[src/rtl/bist_pkg.sv]
// Shared BIST definitions: state encoding and default widths used by the
// sequencer, the comparator and the pattern/expected-data buffers.
package bist_pkg;

    localparam int BIST_DATA_W = 4;
    localparam int BIST_ADDR_W = 4;

    typedef enum logic [2:0] {
        S_IDLE   = 3'd0,
        S_APPLY  = 3'd1,
        S_SETTLE = 3'd2,
        S_SAMPLE = 3'd3,
        S_DONE   = 3'd4
    } state_e;

endpackage

[src/rtl/bist_settle_timer.sv]
// Loadable down-counter that times how long a vector is held before sampling.
// Stops at zero; zero_o is decoded from the counter register.
module bist_settle_timer #(
    parameter int CNT_W = 2
) (
    input  logic             clk,
    input  logic             rst_n,
    input  logic             load_i,
    input  logic [CNT_W-1:0] load_val_i,
    input  logic             dec_i,
    output logic             zero_o
);

    logic [CNT_W-1:0] cnt_q, cnt_d;

    always_comb begin
        cnt_d = cnt_q;
        if (load_i) begin
            cnt_d = load_val_i;
        end else if (dec_i && cnt_q != '0) begin
            cnt_d = cnt_q - 1'b1;
        end
    end

    always_ff @(posedge clk or negedge rst_n) begin
        if (!rst_n) begin
            cnt_q <= '0;
        end else begin
            cnt_q <= cnt_d;
        end
    end

    assign zero_o = (cnt_q == '0);

endmodule

[src/rtl/bist_sequencer.sv]
// BIST vector sequencer: steps vec_addr, waits for settling, samples
// Error_flag once per vector and accumulates count/first-fail/verdict.
module bist_sequencer
    import bist_pkg::*;
#(
    parameter int NUM_VECTORS   = 16,
    parameter int ADDR_W        = BIST_ADDR_W,
    parameter int SETTLE_CYCLES = 2
) (
    input  logic              clk,
    input  logic              rst_n,
    input  logic              start,
    input  logic              abort,
    input  logic              Error_flag,
    output logic [ADDR_W-1:0] vec_addr,
    output logic              apply,
    output logic              busy,
    output logic              done,
    output logic              pass,
    output logic [ADDR_W:0]   err_count,
    output logic              first_fail_valid,
    output logic [ADDR_W-1:0] first_fail_addr
);

    localparam int CNT_W = (SETTLE_CYCLES > 1) ? $clog2(SETTLE_CYCLES) : 1;
    localparam logic [CNT_W-1:0]  SETTLE_LOAD = CNT_W'(SETTLE_CYCLES - 1);
    localparam logic [ADDR_W-1:0] LAST_ADDR   = ADDR_W'(NUM_VECTORS - 1);
    localparam logic [ADDR_W:0]   ERR_MAX     = '1;

    state_e            state_q, state_d;
    logic [ADDR_W-1:0] addr_q, addr_d;
    logic [ADDR_W:0]   err_q, err_d;
    logic              ffv_q, ffv_d;
    logic [ADDR_W-1:0] ffa_q, ffa_d;
    logic              apply_q, apply_d;
    logic              busy_q, busy_d;
    logic              done_q, done_d;
    logic              pass_q, pass_d;
    logic              tmr_load, tmr_dec, tmr_zero;
    logic              running;

    bist_settle_timer #(
        .CNT_W (CNT_W)
    ) u_timer (
        .clk        (clk),
        .rst_n      (rst_n),
        .load_i     (tmr_load),
        .load_val_i (SETTLE_LOAD),
        .dec_i      (tmr_dec),
        .zero_o     (tmr_zero)
    );

    assign running = (state_q == S_APPLY) || (state_q == S_SETTLE) ||
                     (state_q == S_SAMPLE);

    always_comb begin
        state_d  = state_q;
        addr_d   = addr_q;
        err_d    = err_q;
        ffv_d    = ffv_q;
        ffa_d    = ffa_q;
        tmr_load = 1'b0;
        tmr_dec  = 1'b0;
        if (abort && running) begin
            // Abandon the run; partial results stay visible until next start
            state_d = S_IDLE;
            addr_d  = '0;
        end else begin
            unique case (state_q)
                S_IDLE, S_DONE: begin
                    if (start) begin
                        err_d   = '0;
                        ffv_d   = 1'b0;
                        ffa_d   = '0;
                        addr_d  = '0;
                        state_d = S_APPLY;
                    end
                end
                S_APPLY: begin
                    tmr_load = 1'b1;
                    state_d  = S_SETTLE;
                end
                S_SETTLE: begin
                    if (tmr_zero) begin
                        state_d = S_SAMPLE;
                    end else begin
                        tmr_dec = 1'b1;
                    end
                end
                S_SAMPLE: begin
                    if (Error_flag) begin
                        if (err_q != ERR_MAX) begin
                            err_d = err_q + 1'b1;
                        end
                        if (!ffv_q) begin
                            ffv_d = 1'b1;
                            ffa_d = addr_q;
                        end
                    end
                    if (addr_q == LAST_ADDR) begin
                        state_d = S_DONE;
                    end else begin
                        addr_d  = addr_q + 1'b1;
                        state_d = S_APPLY;
                    end
                end
                default: state_d = S_IDLE;
            endcase
        end
    end

    // Status outputs are registered from the next state
    always_comb begin
        apply_d = (state_d == S_APPLY);
        busy_d  = (state_d == S_APPLY) || (state_d == S_SETTLE) ||
                  (state_d == S_SAMPLE);
        done_d  = (state_d == S_DONE);
        pass_d  = (state_d == S_DONE) && (err_d == '0);
    end

    always_ff @(posedge clk or negedge rst_n) begin
        if (!rst_n) begin
            state_q <= S_IDLE;
            addr_q  <= '0;
            err_q   <= '0;
            ffv_q   <= 1'b0;
            ffa_q   <= '0;
            apply_q <= 1'b0;
            busy_q  <= 1'b0;
            done_q  <= 1'b0;
            pass_q  <= 1'b0;
        end else begin
            state_q <= state_d;
            addr_q  <= addr_d;
            err_q   <= err_d;
            ffv_q   <= ffv_d;
            ffa_q   <= ffa_d;
            apply_q <= apply_d;
            busy_q  <= busy_d;
            done_q  <= done_d;
            pass_q  <= pass_d;
        end
    end

    assign vec_addr         = addr_q;
    assign apply            = apply_q;
    assign busy             = busy_q;
    assign done             = done_q;
    assign pass             = pass_q;
    assign err_count        = err_q;
    assign first_fail_valid = ffv_q;
    assign first_fail_addr  = ffa_q;

endmodule
[config.mk]
export PLATFORM = sky130hd
export DESIGN_NAME = bist_sequencer
export DESIGN_NICKNAME = d
export VERILOG_FILES = /design/src/rtl/bist_pkg.sv /design/src/rtl/bist_settle_timer.sv /design/src/rtl/bist_sequencer.sv
export SDC_FILE = /design/constraint.sdc
export NUM_CORES = 1
export LEC_CHECK = 0
export CORE_MARGIN = 5
export CORE_UTILIZATION = 56
export CTS_BUF_LIST = sky130_fd_sc_hd__clkbuf_8
export DETAILED_ROUTE_END_ITERATION = 10
export PLACE_DENSITY_LB_ADDON = 0.25
export SYNTH_ARGS = -nofsm -noshare
export SYNTH_HDL_FRONTEND = slang
export SYNTH_SLANG_ARGS = --single-unit
export TNS_END_PERCENT = 50
[constraint.sdc]
create_clock -name clk -period 4.3 [get_ports clk]
set_clock_uncertainty 0.1 [all_clocks]
set_input_delay 0.645 -clock clk [delete_from_list [all_inputs] [get_ports clk]]
set_output_delay 0.645 -clock clk [all_outputs]
set_load 0.02 [all_outputs]
After elaboration in Yosys (flattened, before gate mapping):

Index checks and enable logic that the tools add are counted.

* register bits: 22
* output and inout bits: 18
* word-level logic and storage cells: 72
* input bits: 5

* multiplexer cells: 27
* reduce and logical (&&, ||, !) cells: 16
* add/sub/neg operators: 3
* bitwise gates (word level): 1
* equality and inequality tests: 15

Operator list (number)
* $mux W4: 5
* $mux W5: 4
* $pmux W4 S2: 2
* $eq A3 B2 Y1 const B: 4
* $mux W3: 4
* $pmux W3 S4: 1
* $pmux W5 S2: 1
* $mux W1: 9
* $eq A3 B1 Y1 const B: 2
* $eq A3 B3 Y1 const B: 2
* $ne A2 B2 Y1 const B: 3
* $ne A3 B3 Y1 const B: 2
* $add A5 B1 Y5 const B: 1
* $logic_not A5 Y1: 1
* $ne A5 B5 Y1 const B: 1
* $reduce_and A5 Y1: 1
* $add A4 B1 Y4 const B: 1
* $eq A4 B4 Y1 const B: 1
* $logic_or A1 B1 Y1: 4
* $reduce_and A4 Y1: 1
* $reduce_bool A2 Y1: 2
* $logic_and A1 B1 Y1: 3
* $logic_not A3 Y1: 1
* $reduce_and A3 Y1: 1
* 5 further kinds: 5

Logic depth before layout (Yosys ltp):

* depth after elaboration: 8
* depth in mapped cells: 6
* mapped depth without buffers: 6

By module:

Synthesis repeated with hierarchy kept, for this count alone.

* cells, all modules: 104
* area, all modules: 1114.8 µm²

By module, submodules not included
* bist_sequencer: instances 1, cells each 100, sequential area each 525.5 µm², area an instance 1069.8 µm²
* bist_settle_timer: instances 1, cells each 4, sequential area each 25.0 µm², area an instance 45.0 µm²

Worst setup path before layout:

Ideal clock, no wire load.

* path type: input-to-reg
* start: input start
* end: register pass_q, in the netlist pass
* cell stages on the path: 5
* required time: 4120 ps
* slack: 2287 ps
* path buffers: 0
* arrival time: 1833 ps
* cell sequence: or3b_4 > nand3_2 > nand3_2 > or4_4 > nor3b_2

* cells in the longest elaborated chain, start to end: 5
* elaborated cells between the ends (all ways): 9
* those cells by class: 1 x eq/ne; 6 x mux; 2 x reduce/logical

Ends and longest elaborated chain
* start, declared: RTL line bist_sequencer.sv:12 `input logic start,`
* $mux W5: RTL line bist_sequencer.sv:71 `if (start) begin`
* $pmux W5 S2: RTL line bist_sequencer.sv:69 `unique case (state_q)`
* $mux W5: RTL line bist_sequencer.sv:64 `if (abort && running) begin`
* net err_d[1]: RTL line bist_sequencer.sv:32 `logic [ADDR_W:0] err_q, err_d;`
* $logic_not A5 Y1: RTL line bist_sequencer.sv:118 `pass_d = (state_d == S_DONE) && (err_d == '0);`
* $logic_and A1 B1 Y1: RTL line bist_sequencer.sv:118
* net pass_d: RTL line bist_sequencer.sv:38 `logic pass_q, pass_d;`
* end signal, assigned: RTL line bist_sequencer.sv:141 `pass_q <= pass_d;`
* end, declared: RTL line bist_sequencer.sv:38

The timed path passes the listed nets, and every way through them passes these cells.
A chain may end at the register's enable or synchronous reset.

Worst setup path after layout:

* start: input abort
* end: register pass_q, in the netlist pass

* cells in the longest elaborated chain, start to end: 4
* elaborated cells between the ends (all ways): 6
* those cells by class: 1 x eq/ne; 2 x mux; 3 x reduce/logical

Ends and longest elaborated chain
* start, declared: RTL line bist_sequencer.sv:13 `input logic abort,`
* $logic_and A1 B1 Y1: RTL line bist_sequencer.sv:64
* $mux W5: RTL line bist_sequencer.sv:64
* net err_d[0]: RTL line bist_sequencer.sv:32
* $logic_not A5 Y1: RTL line bist_sequencer.sv:118
* $logic_and A1 B1 Y1: RTL line bist_sequencer.sv:118
* net pass_d: RTL line bist_sequencer.sv:38

The timed path passes the listed nets, and every way through them passes these cells.

==> results_dict.tcl <==
set metrics [dict create \
    fin_crit_ns 2.49 \
    synthesis.area_um2 1090 \
    synth_compound_area_frac 0.150 \
    crit_arrival_ns 2.57 \
    finalHoldViolCount 0 \
    first_pass_iters 4 \
    post_cts_resized 0 \
    leakagePower_nw 0.608 \
    crit_type "primary input to register" \
    synth-edff-count 0 \
    ys_warn_count 0 \
    hpwl_mm 1.72 \
    ios 23 \
    yosysMostFrequentCell "dfrtp_1" \
    max-vdd-ir-drop_uv 253 \
    grt_max_degree 23 \
    tritoncts "yes" \
    synthMuxAreaShare 0 \
    ant_nets 0 \
    initial_core_util 0.575 \
    synth-simple-area-share 0.287 \
    crit_path_end_kind "register" \
    synthAdderAreaFrac 0.0229 \
    critical_path_required_ns 4.38 \
    clk_pin_slew_worst_paths_ns 0.07 \
    vias 889 \
    ctsHtreeMaxLevel 1 \
    grt_pass1_wl_mm 3.79 \
    grt_antenna_before_repair 0 \
    die_h_um 54.2 \
    syn_inst 106 \
    top_layer "met4" \
    yosysSeqAreaShare 0.503 \
    max_slew_margin 0.377 \
    clock_latency_ns 0.25 \
    maxCapViolCount 0 \
    slew_viol_final 0 \
    netlist.top_cell.by_area "dfrtp_1" \
    synth_cell_types 36 \
    ys_dominant_reg_cell "dfrtp_1" \
    fmax_mhz 402 \
    setup_viol 0 \
    drive_above_1_share 0.0775 \
    async_reset_ff_frac 1.00 \
    rows 16 \
    rsz0062_at_grt "no" \
    core_area_um2 1900 \
    gp_congestion 0.847 \
    ys_ff_latch 22 \
    track_usage 0.177 \
    yosys-top-cells-area "dfrtp_1, o21ai_0, nand2_1" \
    grt_pass1_vias 870 \
    fin_nets 137 \
    via_per_inst 5.70 \
    hold_path_class "register to register" \
    post_cts_hold_buffer_count 0 \
    root_buffer "clkbuf_8" \
    synth_commonest_cells "dfrtp_1, nand2_1, nor2_1, o21ai_0" \
    clockBufferDepth 2 \
    outcome "completed" \
    die_w_um 54.2 \
    overflow 0 \
    syn-num-nets 113 \
    final_util 0.725 \
    clock_sinks 22 \
    drt-met1-wl_um 992 \
    netlist.area_leader.share 0.503 \
    drc 0 \
    cts_setup_buffers 0 \
    fin_crit_sh 0.578 \
    p_per_area_nw_per_um2 437 \
    antennaDiodeCount 0 \
    synthXorXnorAreaFrac 0.00801 \
    critPathLaunchType "primary input" \
    wl_met3_um 133 \
    finalWirelength_mm 2.23 \
    syn_avg_cell_area_um2 10.3 \
    path_max_fanout 9 \
    drt_iter0_drc 20 \
    tightest_slew_ns 0.931 \
    finalSetupTns_ns 0 \
    synthToLayoutAreaGrowth_pct 26.1 \
    synth_top_family_by_area "simple AND/OR/NAND/NOR gates" \
    wire_per_inst_um 14.3 \
    dieArea_um2 2940 \
    io_buffers 22 \
    dr_wl_met2_mm 1.08 \
    numCtsBuffers 3 \
]
-- worst max-delay path, stage by stage --
cell and delay (ns):
clkdlybuf4s50_1 0.54, nand4bb_1 0.44, nand3_1 0.21, nand3_2 0.10, or4_4 0.48, nor3b_2 0.15
-- worst paths after layout --
check                                         from                 end  slack, ns  depth (start not counted)
worst min register to register  first_fail_addr[2]  first_fail_addr[2]       0.40                          1
min in group asynchronous                    rst_n  first_fail_addr[0]       0.81                          1
worst max-delay path                         abort                pass       1.81                          6
max in group asynchronous                    rst_n          state_q[2]       2.72                          1
worst max register to register          state_q[2]                pass       2.31                          5
worst min-delay path            first_fail_addr[2]  first_fail_addr[2]       0.40                          1
-- power by group --
part           total (mW)  internal (mW)  leakage, nW  switching, mW
clock network       0.142         0.0814       0.0288         0.0608
logic               0.191         0.0828        0.281          0.108
registers           0.270          0.235        0.298         0.0349
total               0.602          0.399        0.608          0.203
-- stage by stage --
stage,cells,hold WS (ns),cell area (um2),total power [mW],setup WS [ns]
final,156,0.403,1380,0.602,1.81
after global routing,156,0.424,1380,0.642,1.68
after CTS,156,0.408,1380,0.608,1.81
after detailed placement,152,0.389,1320,0.464,1.55
after global placement,152,0.381,1320,0.460,1.58
after floorplan,106,0.249,1090,0.407,2.29
-- layout by cell type (no fill, tap or decap) --
cell type / n
dfrtp_1: 22
clkdlybuf4s50_1: 22
nand2_1: 10
nor2_1: 9
o21ai_0: 8
nand4_1: 4
and2_1: 4
nand3_1: 4
a22o_1: 4
clkbuf_8: 4
nor2b_1: 3
nand3_2: 3
a31oi_1: 2
nand3b_1: 2
inv_1: 2
a211o_1: 2
nand2b_1: 2
nor3_1: 2
a21oi_1: 2
or3_1: 2
ha_1: 2
nand4bb_1: 1
or3b_4: 1
o211a_1: 1
and3b_1: 1
a311oi_1: 1
nor4bb_1: 1
a41oi_1: 1
and4_1: 1
a21boi_0: 1
xnor2_1: 1
or4_4: 1
nor3b_2: 1
o21bai_1: 1
o22ai_1: 1
-- cell type report --
class	count	area, um2
clock buffers	4	55.1
fillers	152	523
inverters	2	7.51
multi-input cells	79	512
flip-flops and latches	22	551
well taps	27	33.8
repair buffers	22	220
-- flip-flops by register name, summed over array words and instances, names as in the netlist, 3 cells and up --
name             cells
err_count            5
first_fail_addr      4
vec_addr             4
state_q              3
-- routing by layer --
layer / track usage / up-vias
met5: 0 / -
met4: 0.0705 / 0
met3: 0.0360 / 4
met2: 0.287 / 23
met1: 0.229 / 428
li1: - / 434
-- cell families (layout without fill, tap and decap cells) --
group | Yosys count | in the layout
compound gates | 24 | 24
buf+inv | 5 | 28
simple gates | 52 | 52
fa+ha+maj | 2 | 2
xor+xnor | 1 | 1
flops | 22 | 22
Note: power is estimated with default switching activity, not from simulation.
